### src/rtl/pipeline_hazard_ctrl.sv
// rtl/pipeline_hazard_ctrl.sv - stage-accurate pipeline stall/bubble/flush controller
// An older accepted flush overrides younger stalls; flush masks are held and merged across accepts.
module pipeline_hazard_ctrl #(
    parameter int NUM_STAGES    = 5,
    parameter int FLUSH_HOLD    = 2,
    parameter int STALL_TIMEOUT = 64,
    parameter int CNT_W         = 16
) (
    input  logic                  s_clk,
    input  logic                  s_rst,
    input  logic [NUM_STAGES-1:0] stall_req,
    input  logic [NUM_STAGES-1:0] flush_req,
    input  logic                  timeout_clr,
    output logic [NUM_STAGES-1:0] stall_out,
    output logic [NUM_STAGES-1:0] bubble_out,
    output logic [NUM_STAGES-1:0] flush_out,
    output logic                  flush_ack,
    output logic                  stall_timeout,
    output logic [CNT_W-1:0]      stall_cycles
);

    localparam int HOLD_W = (FLUSH_HOLD > 1) ? $clog2(FLUSH_HOLD) : 1;
    localparam int TO_W   = $clog2(STALL_TIMEOUT + 1);
    localparam logic [HOLD_W-1:0] HOLD_LOAD = HOLD_W'(FLUSH_HOLD - 1);
    localparam logic [TO_W-1:0]   TO_MAX    = TO_W'(STALL_TIMEOUT);
    localparam logic [TO_W-1:0]   TO_SET    = TO_W'(STALL_TIMEOUT - 1);

    logic [HOLD_W-1:0]     hold_cnt;
    logic [HOLD_W-1:0]     hold_cnt_n;
    logic [TO_W-1:0]       to_cnt;
    logic [NUM_STAGES-1:0] eff_stall;
    logic [NUM_STAGES-1:0] new_mask;
    logic [NUM_STAGES-1:0] flush_n;
    logic [NUM_STAGES-1:0] stall_n;
    logic [NUM_STAGES-1:0] bubble_n;
    logic                  s_vld;
    logic                  f_vld;
    logic                  accept;
    int                    s_idx;
    int                    f_idx;

    // Stages already being flushed cannot hold the pipeline.
    always_comb begin
        eff_stall = stall_req & ~flush_out;
        s_vld     = 1'b0;
        s_idx     = 0;
        f_vld     = 1'b0;
        f_idx     = 0;
        for (int i = 0; i < NUM_STAGES; i++) begin
            if (eff_stall[i]) begin
                s_vld = 1'b1;
                s_idx = i;
            end
            if (flush_req[i]) begin
                f_vld = 1'b1;
                f_idx = i;
            end
        end
    end

    assign accept = f_vld && (!s_vld || (f_idx > s_idx));

    always_comb begin
        new_mask = '0;
        for (int j = 0; j < NUM_STAGES; j++) begin
            new_mask[j] = (j < f_idx);
        end
    end

    always_comb begin
        flush_n    = '0;
        hold_cnt_n = '0;
        if (accept) begin
            flush_n    = new_mask | ((hold_cnt != '0) ? flush_out : '0);
            hold_cnt_n = HOLD_LOAD;
        end else if (hold_cnt != '0) begin
            flush_n    = flush_out;
            hold_cnt_n = hold_cnt - 1'b1;
        end
    end

    always_comb begin
        stall_n  = '0;
        bubble_n = '0;
        for (int j = 0; j < NUM_STAGES; j++) begin
            stall_n[j]  = s_vld && !accept && (j <= s_idx) && !flush_n[j];
            bubble_n[j] = s_vld && !accept && (j == s_idx + 1) && !flush_n[j];
        end
    end

    always_ff @(posedge s_clk or negedge s_rst) begin
        if (!s_rst) begin
            stall_out  <= '0;
            bubble_out <= '0;
            flush_out  <= '0;
            flush_ack  <= 1'b0;
            hold_cnt   <= '0;
        end else begin
            stall_out  <= stall_n;
            bubble_out <= bubble_n;
            flush_out  <= flush_n;
            flush_ack  <= accept;
            hold_cnt   <= hold_cnt_n;
        end
    end

    // The timeout counter saturates so a long stall cannot wrap and re-arm it.
    always_ff @(posedge s_clk or negedge s_rst) begin
        if (!s_rst) begin
            to_cnt        <= '0;
            stall_timeout <= 1'b0;
        end else if (timeout_clr) begin
            to_cnt        <= '0;
            stall_timeout <= 1'b0;
        end else if (stall_out != '0) begin
            if (to_cnt != TO_MAX) begin
                to_cnt <= to_cnt + 1'b1;
            end
            if (to_cnt >= TO_SET) begin
                stall_timeout <= 1'b1;
            end
        end else begin
            to_cnt <= '0;
        end
    end

    always_ff @(posedge s_clk or negedge s_rst) begin
        if (!s_rst) begin
            stall_cycles <= '0;
        end else if ((stall_out != '0) && (stall_cycles != '1)) begin
            stall_cycles <= stall_cycles + 1'b1;
        end
    end

endmodule

### config.mk
export PLATFORM = sky130hd
export DESIGN_NAME = pipeline_hazard_ctrl
export DESIGN_NICKNAME = d
export VERILOG_FILES = /design/src/rtl/pipeline_hazard_ctrl.sv
export SDC_FILE = /design/constraint.sdc
export NUM_CORES = 1
export LEC_CHECK = 0
export CAP_MARGIN = 25
export CORE_ASPECT_RATIO = 0.7
export CORE_MARGIN = 1
export CORE_UTILIZATION = 45
export DETAILED_ROUTE_END_ITERATION = 10
export DONT_BUFFER_PORTS = 1
export GPL_ROUTABILITY_DRIVEN = 0
export GPL_TIMING_DRIVEN = 1
export HOLD_SLACK_MARGIN = 0.1
export MAX_ROUTING_LAYER = met4
export PLACE_DENSITY_LB_ADDON = 0.3
export SLEW_MARGIN = 0
export SYNTH_ARGS = -nofsm -noshare
export SYNTH_HDL_FRONTEND = slang
export SYNTH_SLANG_ARGS = --single-unit
### constraint.sdc
create_clock -name s_clk -period 2.4 [get_ports s_clk]
set_clock_uncertainty 0.1 [all_clocks]
set_input_delay 0.48 -clock s_clk [delete_from_list [all_inputs] [get_ports s_clk]]
set_output_delay 0.48 -clock s_clk [all_outputs]
set_load 0.01 [all_outputs]
### Word level (Yosys, flattened, before mapping)

Index checks and enable logic that the tools add are counted.

* div/mod/pow operators: 0
* equality and inequality tests: 7
* bitwise operators: 3
* add/sub/neg operators: 4
* shifts and indexed selects: 0
* $lt $le $gt $ge: 12
* mux-type cells: 28
* reduce and logical (&&, ||, !) cells: 36
* multipliers: 0

Operators by type and width (number)
* 2-to-1 mux 32 bit: 5
* equality test 3 x 32 -> 1 bit (first input constant): 2
* <= comparator 3 x 32 -> 1 bit (first input constant): 2
* less-than comparator 3 x 32 -> 1 bit (first input constant): 2
* adder 32 x 2 -> 32 bit (second input constant): 1
* equality test 2 x 32 -> 1 bit (first input constant): 1
* equality test 4 x 32 -> 1 bit (first input constant): 1
* > comparator 32 bit: 1
* <= comparator 1 x 32 -> 1 bit (first input constant): 1
* <= comparator 2 x 32 -> 1 bit (first input constant): 1
* <= comparator 4 x 32 -> 1 bit (first input constant): 1
* logical NOT 32 bit: 1
* less-than comparator 1 x 32 -> 1 bit (first input constant): 1
* less-than comparator 2 x 32 -> 1 bit (first input constant): 1
* less-than comparator 4 x 32 -> 1 bit (first input constant): 1
* logical AND 1 bit: 23
* 2-to-1 mux 7 bit: 3
* 2-to-1 mux 1 bit: 17
* adder 16 x 1 -> 16 bit (second input constant): 1
* != test 16 bit (second input constant): 1
* 2-to-1 mux 5 bit: 2
* adder 7 x 1 -> 7 bit (second input constant): 1
* greater-or-equal comparator 7 x 6 -> 1 bit (second input constant): 1
* logical NOT 1 bit: 7
* other kinds (11): 12

* register bits after elaboration: 41
* ROM bits: 0
* memory bits (writable): 0
* memories kept: 0
* bits in latches: 0

### Longest topological paths before layout

Gate-level depths: netlist of the first run.

* depth in word-level cells: 14
* gate-level depth with buffers: 9

### Worst setup path before layout of the first run

OpenSTA, ideal clock, no wires.

* path type: input port to flip-flop
* start: in stall_req[4]
* end: reg bubble_out[0]
* buffers on the path: 0
* arrival time: 2194 ps
* setup slack: 6 ps
* stages: 9
* library setup time: 101 ps
* cells stage by stage: nor2b_1 inv_1 o21ai_0 ha_1 nor2b_1 o311ai_2 o21ai_1 a22o_1 nor4_1

* elaborated cells on any way between the ends: 15

RTL lines
* start, declared: RTL line 11 `input logic [NUM_STAGES-1:0] stall_req,`
* AND 5 bit *: RTL line 44 `eff_stall = stall_req & ~flush_out;`
* 2-to-1 mux 32 bit / 2-to-1 mux 1 bit (equally long branches): RTL line 50 `if (eff_stall[i]) begin`
* > comparator 32 bit / logical NOT 1 bit (equally long branches): RTL line 61 `assign accept = f_vld && (!s_vld || (f_idx > s_idx));`
* logical OR 1 bit *: RTL line 61
* logical AND 1 bit *: RTL line 61
* 2-to-1 mux 5 bit *: RTL line 73 `if (accept) begin`
* named net flush_n[0]: RTL line 33 `logic [NUM_STAGES-1:0] flush_n;`
* logical NOT 1 bit *: RTL line 87 `bubble_n[j] = s_vld && !accept && (j == s_idx + 1) && !flush_n[j];`
* logical AND 1 bit *: RTL line 87
* named net bubble_n[0]: RTL line 35 `logic [NUM_STAGES-1:0] bubble_n;`
* end signal, assigned: RTL line 100 `bubble_out <= bubble_n;`
* end, declared: RTL line 15 `output logic [NUM_STAGES-1:0] bubble_out,`

The timed path passes the listed nets; every way through them passes the cells marked *.
A chain may end at the register's enable or synchronous reset.

### Final worst setup path of the first run

* start: reg flush_out[4]
* end: reg stall_out[2]

* word-level cells in the longest chain between the ends: 10
* elaborated cells on any way between the ends: 15

RTL lines
* start, declared: RTL line 16 `output logic [NUM_STAGES-1:0] flush_out,`
* start signal, assigned: RTL line 101 `flush_out <= flush_n;`
* inverter 5 bit *: RTL line 44
* AND 5 bit *: RTL line 44
* 2-to-1 mux 32 bit / 2-to-1 mux 1 bit (equally long branches): RTL line 50
* > comparator 32 bit / logical NOT 1 bit (equally long branches): RTL line 61
* logical OR 1 bit *: RTL line 61
* logical AND 1 bit *: RTL line 61
* named net accept: RTL line 38 `logic accept;`
* logical NOT 1 bit: RTL line 86 `stall_n[j] = s_vld && !accept && (j <= s_idx) && !flush_n[j];`
* logical AND 1 bit (2 in series): RTL line 86
* logical AND 1 bit *: RTL line 86
* named net stall_n[2]: RTL line 34 `logic [NUM_STAGES-1:0] stall_n;`
* end signal, assigned: RTL line 99 `stall_out <= stall_n;`
* end, declared: RTL line 14 `output logic [NUM_STAGES-1:0] stall_out,`

Marked as above.

==> results of run 1 <==
metal layers:
layer	GRT usage, %	part of all wire [%]
met3	5.920	6.9
met4	5.357	1.1
met5	-	0
met2	27.36	44
met1	27.10	48
metrics by stage:
| stage | worst slack [ps] | setup TNS, ps | instance area (sq um) | std cells | hold WS (ps) |
|---|---|---|---|---|---|
| floorplan | 5.557 | 0 | 1947 | 179 | 84.41 |
| global placement | 73.17 | 0 | 2068 | 238 | 85.08 |
| detailed placement | -0.6319 | -0.6319 | 2068 | 238 | 84.94 |
| CTS | 56.32 | 0 | 2188 | 248 | 149.2 |
| global route | 14.13 | 0 | 2228 | 249 | 151.3 |
| finish | 115.5 | 0 | 2228 | 249 | 156.2 |
state kept, by name, indices dropped and copies added, names as in the netlist:
| register | cells |
|---|---|
| to_cnt | 7 |
| bubble_out | 5 |
| flush_ack | 1 |
| stall_cycles | 16 |
| flush_out | 5 |
| stall_out | 5 |
| stall_timeout | 1 |
synthesized netlist by cell type (all sizes together):
cell type  instances
a21o               1
a21oi              4
a221oi             1
a22o               1
a31oi              1
and2               1
and3               5
and4               1
clkbuf             1
dfrtp             40
ha                 7
inv                6
mux2               2
nand2             10
nand2b             1
nand3             11
nand3b             1
nand4              7
nor2              25
nor2b              7
nor3               3
nor3b              5
nor4               2
nor4b              1
o21a               1
o21ai              4
o21bai             2
o22ai              1
o311ai             1
or2                2
or3                1
or4                3
xnor2             12
xor2               8
layout make-up:
| cell class | count | area (sq um) |
|---|---|---|
| fill | 352 | 1813 |
| inverter | 6 | 22.52 |
| clock buffer | 8 | 90.09 |
| sequential | 40 | 1002 |
| tap | 52 | 65.06 |
| timing repair buffer | 11 | 97.59 |
| multi-input combinational | 132 | 950.9 |
cell families (layout without fill, tap and decap cells):
group	Yosys count	after routing	share of synthesized area, %
fa+ha+maj	7	7	4.499
compound gates	17	17	7.712
simple gates	86	86	24.87
buf+inv	7	25	1.349
xor+xnor	20	20	8.998
flops	40	40	51.41
mux	2	2	1.157
layout by cell type (no fill, tap or decap), types with 2 or more instances in the layout:
cell       n
xnor2_1   12
nor2b_2    4
nor3b_1    2
nand4_1    7
and3_1     5
a21oi_1    3
or2_1      2
buf_4      9
or4_4      2
nand3_1   11
o21bai_1   2
inv_1      6
ha_1       7
xor2_1     8
o21ai_1    2
nor2_1    22
clkbuf_1   2
nor2b_1    3
nor3_1     3
nor3b_2    3
clkbuf_8   6
dfrtp_1   39
nand2_1   10
nor2_2     2
repair_timing:
item                                    4_1_cts  5_1_grt
endpoints found under the setup margin        0        7
hold endpoints to repair                     40        0
hold buffers                                  2        0
setup buffers                                 0        1
gates resized for setup                       0        9
path summary, 6_finish.rpt:
path	from	to	slack [ps]
worst max register to register	flush_out[4]	stall_out[2]	120
min in group asynchronous	s_rst	stall_cycles[7]	580
worst min register to register	stall_cycles[13]	stall_cycles[13]	460
worst min-delay path	timeout_clr	stall_timeout	160
worst max-delay path	flush_out[4]	stall_out[2]	120
max in group asynchronous	s_rst	flush_out[3]	1410
report_power, final:
group / leakage [nW] / internal (mW) / switching [mW] / total (mW)
Clock: 0.0455 / 0.234 / 0.210 / 0.444
Sequential: 0.525 / 0.831 / 0.252 / 1.08
Combinational: 0.426 / 0.290 / 0.343 / 0.633
==> impl_results.md, run 1 <==
* Clk slew on worst S/H paths at around 70 ps
* Leading area contributor after synthesis: dfrtp_1
* Worst-path cell chain: nor2b_2 -> inv_1 -> o21ai_1 -> ha_1 -> nor2b_1 -> o311ai_2 -> buf_4 -> o21a_2 -> nor2_2 -> a221oi_1
* Pre-Repair DR Iteration Count at 4
* Status: finished clean
* Synthesis-to-finish area growth at 14.46%
* Top post-synthesis cells by area: dfrtp_1, xnor2_1, ha_1
* CP Buf/Inv Count at 2
* Total power at 2.160 mW
* Drt first-iter violations at 123
* Die Ht at 57.03 microns
* Setup-failing EPs final at 0
* Crit-path max cell delay at 440 ps
* Critical path fanouts, max at 3
* Mean Syn Cell Area at 10.88 sq um
* Ant diodes at 0
* WL final at 3812 microns
* #FFs+latches synth at 40
* Fin. Hold Viols at 0
* Cell Area, Synth at 1947 sq um
* # IOs at 46
* Share of cells above drive strength 1 at 19.29%
* Power per cell area at 969.2 nW/um^2
* Yosys warnings at 0
* Final Util at between 50% and 60%
* Residual DRC count at 0
* CORE AREA at 4041 sq um
* CP Depth at 10
* Syn Nets at 199
* RSZ-0062 raised after global routing: false
* Distinct cell type count after synthesis at 43
* Chip Width at 80.62 microns
* DR vias/cell at 5.462
* Max-Cap Viols at 0
* Die area at 4597 sq um
* Crit path DAT at 2360 ps
* Max VDD drop at 0.0005811 V
* Clk_lat worst skew at between 200 and 300 ps
* Total global routing overflow at 0
* CTS Sinks at 40
* Register area share after synthesis at roughly 51%
* CTS root buffer: clkbuf_8
* Leak pwr at 0.9966 nW
* Slew @ Worst Pin at ~420 ps
* Vias in the first global route at 1314
* Row cnt at 19
* Worst min path class: in2reg
* Nets@finish at 216
* Clock Tree Buf Depth at 2
* Worst path required time at about 2500 ps
* Max_slew headroom at 71.82%
* Critical path's slowest cell: dfrtp_1
* Global-route wire length before repair at 6375 microns
* CTS Buf Count at 5
* Delay-heaviest family, CP: compound AO/OA/AOI/OAI gates
* F_max at 437.7 MHz
* Global-route usage over all layers at between 10% and 20%
* CP endpoint kind: flop
* Crit path launch type: flop
* Initial cell density of the core at 48.17%
* Antenna violations before repair at 0
* Min cycle time layout at 2285 ps
* DRT antenna net count at 0
* Worst setup path category: reg2reg
* Mapped Cells at 179
* DR vias at 1360
* Hold-critical path depth at 1
* Post-DR wirelength/cell at 15.31 microns
* PortBufs at 0
* CTS tree: yes
* Worst r2r path cells at 10
* Pins Over Slew Limit at 0
* Synth top area share at 51.41%
* Htree depth at 2
* HPWL after DPL at 2911 microns
* Largest net degree at the start of global routing at 41
* Tcrit/Tclk final at 95.19%
(Power assumes the default switching activity.)
==> run 2: changes to the inputs <==
Settings changed: BUFFER_PORTS_ARGS set to -buffer_cell sky130_fd_sc_hd__buf_2, DONT_BUFFER_PORTS 1 to not set, MAX_ROUTING_LAYER met4 to not set, TNS_END_PERCENT set to 50.
==> run 2 against run 1 <==
Effect of this change:
- sequential share of layout area down 4.3 points
- sequential cell count unchanged
- non-clock buffer count up 44
- fmax down 1.3%
- sequential power down 6%
- wire length up 8.7%
- register-to-register slack worse by 30 ps
- total power up 8.6%
- global-route usage up 0.16 points
- critical path depth down 1
- die area unchanged
- cell count up 18%
==> impl_results.md, run 2 (synthesized netlist as in run 1, its figures left out) <==
* CTS root buffer: clkbuf_8 (unchanged)
* Min cycle time layout at 2315 ps (was 2285 ps)
* Non-Filler Instances at 293 (was 249)
* Global-route wire length before repair at 6699 microns (was 6375 microns)
* Drt first-iter violations at 60 (was 123)
* DR vias at 1521 (was 1360)
* Hold_ws at 132.3 ps (was 156.2 ps)
* Share of cells above drive strength 1 at 36.93% (was 19.29%)
* Ant diodes at 0 (unchanged)
* CTS tree: yes (unchanged)
* Synthesis-to-finish area growth at 26.61% (was 14.46%)
* Max-Cap Viols at 0 (unchanged)
* Largest net degree at the start of global routing at 41 (unchanged)
* Origin of the critical flop-to-flop path: flush_out[3] (was flush_out[4])
* # IOs at 46 (unchanged)
* Residual DRC count at 0 (unchanged)
* Final setup margin at 85.37 ps (was 115.5 ps)
* Vias in the first global route at 1390 (was 1314)
* Global-route usage over all layers at 19.55% (was 19.39%)
* Fillers at 357 (was 352)
* F_max at 432.0 MHz (was 437.7 MHz)
* Clock Tree Buf Depth at 2 (unchanged)
* Clk slew on worst S/H paths at 80 ps (was 70 ps)
* Number of cells in the design after placement at 283 (was 238)
* Pins Over Slew Limit at 0 (unchanged)
* Max FFs per register at 16 (unchanged)
* CTS Buf Count at 5 (unchanged)
* Biggest register: stall_cycles (unchanged)
* Crit-path max cell delay at 400 ps (was 440 ps)
* Chip Width at 80.62 microns (unchanged)
* Slew @ Worst Pin at 488.2 ps (was 422.8 ps)
* Max_slew headroom at 67.46% (was 71.82%)
* Worst min path class: in2async (was in2reg)
* HPWL after DPL at 3026 microns (was 2911 microns)
* Max VDD drop at 0.0005853 V (was 0.0005811 V)
* Row cnt at 19 (unchanged)
* Status: finished clean (unchanged)
* Crit path DAT at 2430 ps (was 2360 ps)
* Initial cell density of the core at 48.17% (unchanged)
* Critical path fanouts, max at 3 (unchanged)
* Setup-failing EPs final at 0 (unchanged)
* Crit path launch type: flop (unchanged)
* WL final at 4144 microns (was 3812 microns)
* Total power at 2.345 mW (was 2.160 mW)
* Final Util at 60.99% (was 55.14%)
* Worst setup path category: reg2reg (unchanged)
* Die Ht at 57.03 microns (unchanged)
* CP Launch Point: flush_out[3] (was flush_out[4])
* CP endpoint kind: flop (unchanged)
* Critical path's slowest cell: dfrtp_1 (unchanged)
* Leak pwr at 1.207 nW (was 0.9966 nW)
* Nets@finish at 260 (was 216)
* Htree depth at 2 (unchanged)
* Worst-path cell chain: nor2b_2 -> o21ai_2 -> ha_1 -> nor2b_2 -> o311ai_4 -> buf_4 -> o22ai_4 -> nor3b_2 -> nor3b_2 (was nor2b_2 -> inv_1 -> o21ai_1 -> ha_1 -> nor2b_1 -> o311ai_2 -> buf_4 -> o21a_2 -> nor2_2 -> a221oi_1)
* DRT antenna net count at 0 (unchanged)
* Worst path required time at 2510 ps (was 2470 ps)
* Fin. Hold Viols at 0 (unchanged)
* Placed cell areas at 2293 sq um (was 2068 sq um)
* Die area at 4597 sq um (unchanged)
* Antenna violations before repair at 0 (unchanged)
* DR vias/cell at 5.191 (was 5.462)
* Most frequent cells in the layout: buf_2, dfrtp_1, nor2_1 (was dfrtp_1, nor2_1, xnor2_1)
* Pre-CTS WS at -141.7 ps (was -0.6319 ps)
* Pre-Repair DR Iteration Count at 4 (unchanged)
* Final Instance Area at 2465 sq um (was 2228 sq um)
* CTS Sinks at 40 (unchanged)
* CORE AREA at 4041 sq um (unchanged)
* Clk_lat worst skew at 290 ps (was 280 ps)
* PortBufs at 45 (was 0)
* Setup TNS at 0 ps (unchanged)
* Total global routing overflow at 0 (unchanged)
* Tcrit/Tclk final at 96.44% (was 95.19%)
* Most common cell after layout, fill and taps aside: buf_2 (was dfrtp_1)
* Power per cell area at 951.2 nW/um^2 (was 969.2 nW/um^2)
* Top Registers: stall_cycles x16, to_cnt x7 (unchanged)
* Post-DR wirelength/cell at 14.14 microns (was 15.31 microns)
[run 2: cell count changes in the layout (fill, tap and decap cells not counted), sizes merged]
| cell | change |
|---|---|
| buf | +45 |
| clkinvlp | +1 |
| dlygate4sd3 | -1 |
| clkbuf | -1 |
[run 2: what timing repair did]
action / in CTS / in global routing
buffers inserted: 0 / 2
setup endpoints to repair: 0 / 6
hold buffers: 0 / 0
resized for setup: 0 / 16
[run 2: final cells by class]
type / instances / area, sq um / area share [%]
sequential: 40 / 1002 / 40.66
timing repair buffer: 55 / 304.0 / 12.34
multi-input combinational: 132 / 977.2 / 39.64
clock buffer: 7 / 86.33 / 3.503
clock inverter: 1 / 7.507 / 0.3046
tap: 52 / 65.06 / 2.640
inverter: 6 / 22.52 / 0.9137
[run 2: per-layer routing]
metal / track usage (%) / vias to the layer above / wire (microns)
met2: 27.60 / 39 / 1832
met5: 0 / - / 0
met1: 29.52 / 735 / 2097
met4: 6.122 / 0 / 31
met3: 4.800 / 5 / 183
li1: - / 742 / -
[run 2: where the power goes]
group | internal (mW) | switching (mW) | total [mW]
Clock | 0.234 | 0.227 | 0.461
Combinational | 0.401 | 0.477 | 0.878
Sequential | 0.831 | 0.175 | 1.01
Total | 1.47 | 0.879 | 2.34
[run 2: worst max-delay path, delay by kind of cell (launching register included)]
family | cells | cell delay (ps)
adders and majority gates | 1 | 300
AOI/OAI and AO/OA | 3 | 450
DFF | 1 | 400
buffers and inverters | 1 | 170
and+or+nand+nor | 4 | 820
[run 2: final timing paths]
kind | end | slack (ps) | depth (start not counted)
hold / removal | stall_cycles[12] | 130 | 2
min in group s_clk | stall_timeout | 250 | 2
setup / recovery | bubble_out[1] | 90 | 9
hold reg to reg | stall_timeout | 390 | 2
setup reg to reg | bubble_out[1] | 90 | 9
max in group asynchronous | flush_out[2] | 1710 | 2
